## src/rtl/median_stream_ctrl_if.sv

```systemverilog
// median_stream_ctrl_if: pixel-in / median-out stream bundle for median_stream_ctrl
//   in_valid/in_ready/in_data    : source pixel handshake (raster order)
//   out_valid/out_ready/out_data : registered median result handshake
//   frame_done                   : one-cycle pulse after the last pixel of a frame is accepted
interface median_stream_ctrl_if;
  logic       in_valid;
  logic       in_ready;
  logic [7:0] in_data;
  logic       out_valid;
  logic       out_ready;
  logic [7:0] out_data;
  logic       frame_done;
  modport master (output in_valid, in_data, out_ready, input in_ready, out_valid, out_data, frame_done);
  modport slave (input in_valid, in_data, out_ready, output in_ready, out_valid, out_data, frame_done);
endinterface

```

## src/rtl/median_stream_ctrl.sv

```systemverilog
// median_stream_ctrl: streams a raster image through a 3x3 median window with valid/ready backpressure
//   clk, rst_n (async active-low), clear (sync frame abort)
//   bus (median_stream_ctrl_if.slave): pixel input stream, median output stream, frame_done pulse
//   IMG_W, IMG_H: frame geometry (both >= 3)
//   MEDIAN_IMPULSE_ONLY_EN: when defined, the median replaces the centre only if it is 8'h00 or 8'hFF
module median_stream_ctrl #(
  parameter int IMG_W = 8,
  parameter int IMG_H = 8
) (
  input logic clk,
  input logic rst_n,
  input logic clear,
  median_stream_ctrl_if.slave bus
);
  localparam int CW = $clog2(IMG_W);
  localparam int RW = $clog2(IMG_H);
  typedef enum logic [1:0] {IDLE, FILL, RUN} state_t;
  state_t state, state_d;
  logic [CW-1:0] col;
  logic [RW-1:0] row;
  logic [7:0] lb0 [IMG_W];
  logic [7:0] lb1 [IMG_W];
  logic [8:0][7:0] win;
  logic win_valid, out_valid, frame_done;
  logic [7:0] out_data, med, result;
  logic s1_adv, s2_adv, accept, take, last_col, last_row, interior;

  // E0..E8 = win[0..8]; five bubble passes settle the five largest, leaving the median at index 4
  function automatic logic [7:0] median9(input logic [8:0][7:0] v);
    logic [7:0] t;
    for (int i = 0; i < 5; i++)
      for (int j = 0; j < 8 - i; j++)
        if (v[j] > v[j+1]) begin
          t = v[j];
          v[j] = v[j+1];
          v[j+1] = t;
        end
    return v[4];
  endfunction

  assign s2_adv = !out_valid || bus.out_ready;
  assign s1_adv = !win_valid || s2_adv;
  assign bus.in_ready = rst_n && s1_adv;
  assign accept = bus.in_valid && bus.in_ready;
  // clear wins over a simultaneous accept: the pixel is dropped
  assign take = accept && !clear;
  assign last_col = col == CW'(IMG_W - 1);
  assign last_row = row == RW'(IMG_H - 1);
  assign interior = row >= RW'(2) && col >= CW'(2);
  assign med = median9(win);
`ifdef MEDIAN_IMPULSE_ONLY_EN
  assign result = (win[4] == 8'h00 || win[4] == 8'hFF) ? med : win[4];
`else
  assign result = med;
`endif
  assign bus.out_valid = out_valid;
  assign bus.out_data = out_data;
  assign bus.frame_done = frame_done;

  always_comb begin
    state_d = state;
    if (take) state_d = (last_col && last_row) ? IDLE : interior ? RUN : FILL;
  end

  always_ff @(posedge clk or negedge rst_n)
    if (!rst_n) begin
      state <= IDLE;
      col <= '0;
      row <= '0;
      win_valid <= 1'b0;
      out_valid <= 1'b0;
      out_data <= '0;
      frame_done <= 1'b0;
    end else if (clear) begin
      state <= IDLE;
      col <= '0;
      row <= '0;
      win_valid <= 1'b0;
      out_valid <= 1'b0;
      frame_done <= 1'b0;
    end else begin
      state <= state_d;
      frame_done <= take && last_col && last_row;
      if (take) begin
        col <= last_col ? '0 : col + 1'b1;
        if (last_col) row <= last_row ? '0 : row + 1'b1;
      end
      if (s1_adv) win_valid <= take && interior;
      if (s2_adv) begin
        out_valid <= win_valid;
        if (win_valid) out_data <= result;
      end
    end

  // storage needs no reset: every valid window is rebuilt from pixels of the current frame
  always_ff @(posedge clk)
    if (take) begin
      lb0[col] <= lb1[col];
      lb1[col] <= bus.in_data;
      win[0] <= win[1];
      win[1] <= win[2];
      win[2] <= lb0[col];
      win[3] <= win[4];
      win[4] <= win[5];
      win[5] <= lb1[col];
      win[6] <= win[7];
      win[7] <= win[8];
      win[8] <= bus.in_data;
    end
endmodule

```

## src/flat_wrapper.sv

```systemverilog
// flat-port wrapper written by rule: the top's interface ports become plain ports
module median_stream_ctrl_flat 
#(
  parameter int IMG_W = 8,
  parameter int IMG_H = 8
)
  (clk, rst_n, clear, bus_in_valid, bus_in_data, bus_out_ready, bus_in_ready, bus_out_valid, bus_out_data, bus_frame_done);
  median_stream_ctrl_if bus_i ();
  input logic clk;
  input logic rst_n;
  input logic clear;
  input wire logic [$bits(bus_i.in_valid)-1:0] bus_in_valid;
  input wire logic [$bits(bus_i.in_data)-1:0] bus_in_data;
  input wire logic [$bits(bus_i.out_ready)-1:0] bus_out_ready;
  output wire logic [$bits(bus_i.in_ready)-1:0] bus_in_ready;
  output wire logic [$bits(bus_i.out_valid)-1:0] bus_out_valid;
  output wire logic [$bits(bus_i.out_data)-1:0] bus_out_data;
  output wire logic [$bits(bus_i.frame_done)-1:0] bus_frame_done;
  assign bus_i.in_valid = bus_in_valid;
  assign bus_i.in_data = bus_in_data;
  assign bus_i.out_ready = bus_out_ready;
  assign bus_in_ready = bus_i.in_ready;
  assign bus_out_valid = bus_i.out_valid;
  assign bus_out_data = bus_i.out_data;
  assign bus_frame_done = bus_i.frame_done;
  median_stream_ctrl #(.IMG_W(IMG_W), .IMG_H(IMG_H)) u_core (.clk(clk), .rst_n(rst_n), .clear(clear), .bus(bus_i));
endmodule
```

## config.mk

```make
export PLATFORM = sky130hd
export DESIGN_NAME = median_stream_ctrl_flat
export DESIGN_NICKNAME = d
export VERILOG_FILES = /design/src/rtl/median_stream_ctrl_if.sv /design/src/rtl/median_stream_ctrl.sv /design/src/flat_wrapper.sv
export SDC_FILE = /design/constraint.sdc
export NUM_CORES = 1
export LEC_CHECK = 0
export ABC_CLOCK_PERIOD_IN_PS = 34200
export CAP_MARGIN = 20
export CELL_PAD_IN_SITES_DETAIL_PLACEMENT = 0
export CELL_PAD_IN_SITES_GLOBAL_PLACEMENT = 1
export CORE_MARGIN = 4
export CORE_UTILIZATION = 51
export CTS_CLUSTER_DIAMETER = 150
export DETAILED_ROUTE_END_ITERATION = 6
export GPL_ROUTABILITY_DRIVEN = 1
export PLACE_DENSITY = 0.94
export SYNTH_ARGS = -nofsm -noshare
export SYNTH_HDL_FRONTEND = slang
export SYNTH_SLANG_ARGS = --single-unit
```

## constraint.sdc

```tcl
create_clock -name clk -period 34.2 [get_ports clk]
set_clock_uncertainty 0.15 [all_clocks]
set_input_delay 6.84 -clock clk [delete_from_list [all_inputs] [get_ports clk]]
set_output_delay 6.84 -clock clk [all_outputs]
set_load 0.1 [all_outputs]
```

# After elaboration in Yosys (flattened, before gate mapping)
# Memories as Yosys holds them, arrays and structs flattened. A register that Yosys moved wholly into a read port is not among the register bits.
# Index checks and enable logic that the tools add are counted.
[classes]
add_sub_neg = 2
order_cmp = 32
n_eq_ne = 2
n_mux = 44
n_bitwise = 1
reduce_logical = 18
[op_table]
columns = ["cell", "n"]
rows = [
  ["$mux 16", 26],
  ["$gt 8x8->1", 30],
  ["$mux 8", 4],
  ["$mux 3", 7],
  ["$reduce_bool 2->1", 4],
  ["$logic_and 1x1->1", 7],
  ["$mux 1", 7],
  ["$add 3x1->3 const B", 2],
  ["$eq 3x3->1 const B", 2],
  ["$ge 3x2->1 const B", 2],
  ["$logic_not 1->1", 3],
  ["$reduce_and 3->1", 1],
  ["$logic_or 1x1->1", 2],
  ["$reduce_and 2->1", 1],
  ["$not 1->1", 1],
]
[word_totals]
register_bits = 81
mem_bits_rw = 128
inputBits = 13
output_inout_bits = 11
word_cells = 115
memories = 2
[mem_list]
columns = ["name", "words", "width", "rd", "rd_ports_with_merged_regs", "write_ports", "line_no", "source"]
rows = [
  ["u_core.lb0", 8, 8, 1, 1, 1, "median_stream_ctrl.sv:21", "logic [7:0] lb0 [IMG_W];"],
  ["u_core.lb1", 8, 8, 1, 0, 1, "median_stream_ctrl.sv:22", "logic [7:0] lb1 [IMG_W];"],
]

# Depth between registers and ports, before layout
[depth]
word_depth = 24
ltp_mapped = 134
ltp_nobuf = 119

# Least setup slack after synthesis
# Ideal clock, no wire load.
[synth_timing]
kind = "reg2reg"
from = "register u_core.win[9] (netlist name)"
to = "register u_core.out_data[0] (netlist: u_core.bus.out_data[0])"
setup_ns = 0.090
t_arrival_ns = 25.202
slack_ns = 8.758
path_stages_with_launch = 121
path_buffers = 20
path_cell_list = "edfxtp_1 inv_1 ha_1 nor2b_1 o211ai_1 a21oi_1 o21ai_1 clkbuf_1 mux2_2 ha_1 a211oi_1 o211ai_1 o21ai_1 or2_2 clkbuf_1 clkbuf_1 clkbuf_1 a21oi_1 (+85 left out) mux2i_1 inv_1 ha_1 a21o_1 a2111oi_0 a221o_1 buf_2 mux2i_1 inv_1 ha_1 a21o_1 a21o_1 a21oi_1 o21ai_0 o21a_1 or2_2 clkbuf_1 o221ai_1"
[synth_between]
elab_chain_cells = 24
word_cells_on_any_way = 60
[synth_lines]
columns = ["item", "line_no", "source"]
rows = [
  ["start, declared", "median_stream_ctrl.sv:23", "logic [8:0][7:0] win;"],
  ["$gt 8x8->1", "median_stream_ctrl.sv:33", "if (v[j] > v[j+1]) begin"],
  ["$mux 16 (*)", "median_stream_ctrl.sv:33", ""],
  ["$gt 8x8->1", "median_stream_ctrl.sv:33", ""],
  ["$mux 16", "median_stream_ctrl.sv:33", ""],
  ["$gt 8x8->1", "median_stream_ctrl.sv:33", ""],
  ["$mux 16", "median_stream_ctrl.sv:33", ""],
  ["$gt 8x8->1", "median_stream_ctrl.sv:33", ""],
  ["$mux 16", "median_stream_ctrl.sv:33", ""],
  ["(+8 left out)", "-", ""],
  ["$gt 8x8->1", "median_stream_ctrl.sv:33", ""],
  ["$mux 16 / $mux 8 (equally long branches)", "median_stream_ctrl.sv:33", ""],
  ["$gt 8x8->1", "median_stream_ctrl.sv:33", ""],
  ["$mux 16 / $mux 8 (equally long branches)", "median_stream_ctrl.sv:33", ""],
  ["$gt 8x8->1", "median_stream_ctrl.sv:33", ""],
  ["$mux 16 / $mux 8 (equally long branches)", "median_stream_ctrl.sv:33", ""],
  ["$gt 8x8->1", "median_stream_ctrl.sv:33", ""],
  ["$mux 16 (*)", "median_stream_ctrl.sv:33", ""],
  ["end signal, assigned", "median_stream_ctrl.sv:91", "if (win_valid) out_data <= result;"],
  ["end, declared", "median_stream_ctrl.sv:25", "logic [7:0] out_data, med, result;"],
]
# Mark *: on every way between the ends. The rest lies on a longest branch, timed or not.
# A chain may end at the register's enable or synchronous reset.

# Final worst setup path
[layout_timing]
from = "register u_core.win[9] (netlist name)"
to = "register u_core.out_data[6] (netlist: u_core.bus.out_data[6])"
# Same word-level chain as after synthesis.

==> metrics <==
Rel. slew slack=between 20 and 30%; clk_lat worst skew=0.51 ns; Syn Nets=approximately 2,300; Mapped Area=about 19,000 µm²; Synth top cells by count=ha_1, edfxtp_1, inv_1, a21oi_1, nand2_1; Final Hold Fails=0; Worst EP required=roughly 34 ns; Post-layout nets=~2,300; Cell Rows=70; Post-synth EDFFs=200; Area Growth Syn to Fin=7.96%; num ports=24; die width=202 µm; post-synth top area share=31.4%; CP top delay family=compound AO/OA/AOI/OAI gates; reg-to-reg endpoint=u_core.bus.out_data[6]$_DFFE_PN0P_; H-tree Lvls=1; unrepaired setup endpoints after global routing=false; CTS tree=built; Critical Path Start Type=flop; min-delay src=u_core.win[10]$_DFFE_PP_; Syn Inst Count=between 2,000 and 2,500; WL per Instance=between 15 and 20 µm; # DRC=0; total clock sinks=about 220; Vias/cell=6.12; Routability Congestion=0.905; Hold/Removal Path Class=reg2reg; Critical Path Slowest Stage Cell=a211oi_4; Die Span Y=202 µm; PortBufs=23; first-pass GRT wire length=77,200 µm; number of hold buffers added after cts=0; total number of vias=roughly 16,000; Worst R2R Path Depth=around 110; post-synth top area cell=edfxtp_1; ANT cells=0; largest net degree at the start of global routing=80; Ys Warns=0; worst-path fanout max=29; Hold EP=u_core.win[2]$_DFFE_PP_; final worst path period need=26.82 ns; Slew Viols, Final=0; hpwl dp=~37,000 µm; total negative slack=0 ns; initial antenna violation count=0; Cells on Worst Hold Path=0; CP max stage delay=around 0.85 ns; fraction of registers with async set/reset=between 7 and 8%; fmax=0.0373 GHz; CP Class=reg2reg; period utilisation layout=between 70% and 80%; Post-Route WL=a little under 50,000 µm; Synth Register Bits=217; setup violators final=0; Worst Path Buf+Inv=10; Reg2Reg Setup Slack=roughly 7.4 ns; all-layer global routing usage=about 23%; Starting Density=a little over half; reg2reg start=u_core.win[9]$_DFFE_PP_; DIE AREA=between 40,000 and 50,000 µm²; CTS resizes=0; post-synthesis sequential area ratio=about a third; first-pass detailed-route iteration total=5; vias in the first global route=between 15,000 and 20,000; ys flop type=edfxtp_1; Slew @ Worst Pin=around 1.1 ns; worst-case clock buffer depth=3; Worst-path clk slew=approximately 0.070 ns; top cells by area, synth=edfxtp_1, ha_1, mux2i_1; root buf cell=clkbuf_16; Avg Cell Area, Syn=9.16 µm²; Max-Cap Viols=0; status=finished clean; Core Area=36,800 µm²; postcts setup bufs=0; Antenna Violating Nets Remaining=0; CP Capture Type=flop; synth unique cells=97; total grt overflow=0; Worst EP arrival=roughly 27 ns; 1st-iter DRT viols=about 1,400; most common cell in the synthesized netlist=ha_1; layout cells sized above 1=7.32%; Num CTS Buffers=22
==> area by class of cell <==
type                    instances  area [µm²]
fillers                      3210       16100
clock buffers                  28         594
repair buffers                 42         395
well taps                     468         586
flip-flops and latches        217        6430
multi-input cells            1618       11800
inverters                     190         713
clock inverters                10         151
==> worst max-delay path by stage <==
stage	from	to	slack (ns)	depth (start not counted)
after floorplan	u_core.win[9]$_DFFE_PP_	u_core.bus.out_data[0]$_DFFE_PN0P_	8.76	120
after global placement	u_core.win[9]$_DFFE_PP_	u_core.bus.out_data[6]$_DFFE_PN0P_	8.49	107
after detailed placement	u_core.win[9]$_DFFE_PP_	u_core.bus.out_data[6]$_DFFE_PN0P_	7.50	104
after CTS	u_core.win[9]$_DFFE_PP_	u_core.bus.out_data[6]$_DFFE_PN0P_	7.41	104
after global routing	u_core.win[9]$_DFFE_PP_	u_core.bus.out_data[3]$_DFFE_PN0P_	5.04	105
final	u_core.win[9]$_DFFE_PP_	u_core.bus.out_data[6]$_DFFE_PN0P_	7.38	105
==> routing by layer <==
layer	track usage (%)	vias up	routed length (µm)
li1	-	7801	-
met1	31.0	7429	21900
met2	39.3	424	22800
met3	2.14	84	2080
met4	6.20	0	1320
met5	0	-	0
==> registers in the layout (all words and copies together) (netlist names) <==
name	flops
u_core.bus.out_valid	1
u_core.lb0	64
u_core.lb1	64
u_core.win	72
u_core.row	3
u_core.win_valid	1
u_core.bus.out_data	8
u_core.col	3
u_core.bus.frame_done	1
==> placed cells by master, fill, tap and decap left out, types with 7 or more instances in the layout <==
master / count
nand3_1: 33
o211a_1: 8
a21oi_1: 180
dfrtp_1: 17
nor2_1: 158
and3_1: 18
and2_1: 27
a22oi_1: 67
edfxtp_1: 200
nor3_1: 18
nand2b_1: 22
or3_1: 8
o221ai_1: 9
o211ai_1: 19
o31ai_1: 7
nand2_1: 174
o21a_1: 27
a31oi_1: 7
mux2i_1: 144
o21ai_0: 124
nor2b_1: 22
a21o_1: 54
inv_1: 189
mux2_2: 50
nand4_1: 39
ha_1: 210
o21ai_1: 10
and4_1: 10
buf_4: 16
clkbuf_16: 23
clkdlybuf4s50_1: 23
or2_2: 10
xnor2_1: 13
==> cell families (layout without fill, tap and decap cells) <==
logic type | count (synthesis) | in the layout | synth area share, %
compound gates | 619 | 619 | 21.3
flops | 217 | 217 | 33.6
xor+xnor | 14 | 14 | 0.641
mux | 204 | 204 | 11.2
fa+ha+maj | 212 | 212 | 13.8
buf+inv | 255 | 270 | 5.11
simple gates | 569 | 569 | 14.3
==> stage by stage <==
| step | area, µm² | hold WS, ns | utilization, % | std cells | setup slack, ns |
|---|---|---|---|---|---|
| final | 20700 | 0.325 | 56.2 | 2573 | 7.38 |
| after global routing | 20700 | 0.344 | 56.2 | 2573 | 5.04 |
| after CTS | 20600 | 0.329 | 56.1 | 2570 | 7.41 |
| after detailed placement | 19900 | 0.310 | 54.0 | 2532 | 7.50 |
| after global placement | 19900 | 0.307 | 54.0 | 2532 | 8.49 |
| after floorplan | 19100 | 0.294 | - | 2090 | 8.76 |
Power is left out: the tool's default activity adds up to more than one toggle a clock period on the data nets, which glitch-free logic cannot reach.
==> variant, RTL diff (same flow settings) <==
`IMG_H` is set to 8 in 2 places; all go to 16.
--- a/src/rtl/median_stream_ctrl.sv
+++ b/src/rtl/median_stream_ctrl.sv
@@ -6,5 +6,5 @@
 module median_stream_ctrl #(
   parameter int IMG_W = 8,
-  parameter int IMG_H = 8
+  parameter int IMG_H = 16
 ) (
   input logic clk,
--- a/src/flat_wrapper.sv
+++ b/src/flat_wrapper.sv
@@ -3,5 +3,5 @@
 #(
   parameter int IMG_W = 8,
-  parameter int IMG_H = 8
+  parameter int IMG_H = 16
 )
   (clk, rst_n, clear, bus_in_valid, bus_in_data, bus_out_ready, bus_in_ready, bus_out_valid, bus_out_data, bus_frame_done);
Behaviour: same outputs for any inputs over 10 cycles, from zero or initial values and one cycle with rst_n low; that may be too few to reach the edited logic, so the function may still have changed.
==> variant against the original RTL <==
Wire length down 1.1%; synthesized area down 0.41%; cell area down 0.50%; sequential cell count up 1; worst setup slack worse by 0.72 ns; critical path depth up 9; die area down 0.39%.
Power is not shown: default switching activity piles up to over one toggle a cycle in this logic, so the estimate is an artifact.
==> variant: results (changes against the original RTL) <==
Placement
  – Dpl hpwl: 36.17 mm (was 36.69 mm)
  – Worst Setup Slack post-DPL: 6.532 ns (was 7.504 ns)
  – Routability cong.: 0.8768 (was 0.9051)
  – Area of placed instances: 0.01981 mm2 (was 0.01988 mm2)

Synth
  – Post-synthesis adder-cell area fraction: 14.35% (was 13.83%)
  – Mux cell area share after synthesis: 10.42% (was 11.19%)
  – Synth Area in Compound Gates: 21.65% (was 21.33%)
  – Ys async rst share: 8.257% (was 7.834%)
  – Area contributors post-synth: edfxtp_1 (32%), ha_1 (14%), mux2i_1 (7.0%) (was edfxtp_1 (31%), ha_1 (14%), mux2i_1 (7.5%))
  – Top cells by count, synth: ha_1 (209), a21oi_1 (205), inv_1 (205) (was ha_1 (210), edfxtp_1 (200), inv_1 (190))
  – Cells after synthesis: 2078 (was 2090)
  – Register area share after synthesis: 33.86% (was 33.60%)
  – Post-synth top area share: 31.50% (was 31.37%)

Setup path
  – Reg-to-reg critical path startpoint: u_core.win[1]$_DFFE_PP_ (was u_core.win[9]$_DFFE_PP_)
  – FF-to-FF path depth: 114 (was 105)
  – Crit-path max cell delay: 0.82 ns (was 0.85 ns)

Routing
  – DR WL met3: 2.242 mm (was 2.081 mm)
  – Wire length on met1: 21.32 mm (was 21.88 mm)
  – Vias per cell: 6.120 (was 6.117)
  – Vias post-DR: 15720 (was 15740)
  – 1st-pass router iterations: 6 (was 5)
  – Metal2 WL: 22.67 mm (was 22.80 mm)
  – Drt wl/cell: 18.52 um (was 18.69 um)

STA
  – Hold WS: 0.2971 ns (was 0.3254 ns)
  – Least-Margin Pin Slew: 1.087 ns (was 1.060 ns)

Finish
  – Buffering overhead: 1.904% (was 1.913%)
  – Filler cells: 3219 (was 3210)
  – Layout cells sized above 1: 7.810% (was 7.316%)
  – Sequential portion of the cell area: 31.40% (was 31.12%)
  – Non-Clock Inverter Count: 205 (was 190)
  – Multi-input combinational area share: 56.59% (was 57.07%)
  – Multi-input comb cells: 1594 (was 1618)
  – Core Util, Final: 55.90% (was 56.18%)
  – Area Growth Syn to Fin: 7.863% (was 7.961%)

Global route
  – Met3 GRT Util: 1.869% (was 2.143%)
  – Vias in the first global route: 14860 (was 15110)
  – Met2 Resource Use GR: 38.25% (was 39.29%)

Worst hold path
  – Hold Crit Start: u_core.win[20]$_DFFE_PP_ (was u_core.win[10]$_DFFE_PP_)
  – WHS Endpoint: u_core.win[12]$_DFFE_PP_ (was u_core.win[2]$_DFFE_PP_)

Outcome
  – Status: finished clean (unchanged)

Clock tree
  – CTS Buf Count: 23 (was 22)
variant: cell types whose count changed after synthesis, sizes merged, moves of 8 or more:
cell	before	now
and2	27	18
maj3	2	11
o21a	27	16
nor2	160	178
nand2	175	155
a21oi	182	206
mux2i	146	135
a211oi	7	17
inv	190	205
nand3	33	46
or2	12	4
variant: worst max path at each step:
stage,slack [ns],from,to
after global routing,4.49,u_core.win[9]$_DFFE_PP_,u_core.bus.out_data[2]$_DFFE_PN0P_
final,6.66,u_core.win[1]$_DFFE_PP_,u_core.bus.out_data[2]$_DFFE_PN0P_
after floorplan,9.70,u_core.win[9]$_DFFE_PP_,u_core.bus.out_data[0]$_DFFE_PN0P_
after CTS,6.45,u_core.win[1]$_DFFE_PP_,u_core.bus.out_data[2]$_DFFE_PN0P_
after detailed placement,6.53,u_core.win[1]$_DFFE_PP_,u_core.bus.out_data[2]$_DFFE_PN0P_
after global placement,7.44,u_core.win[9]$_DFFE_PP_,u_core.bus.out_data[2]$_DFFE_PN0P_
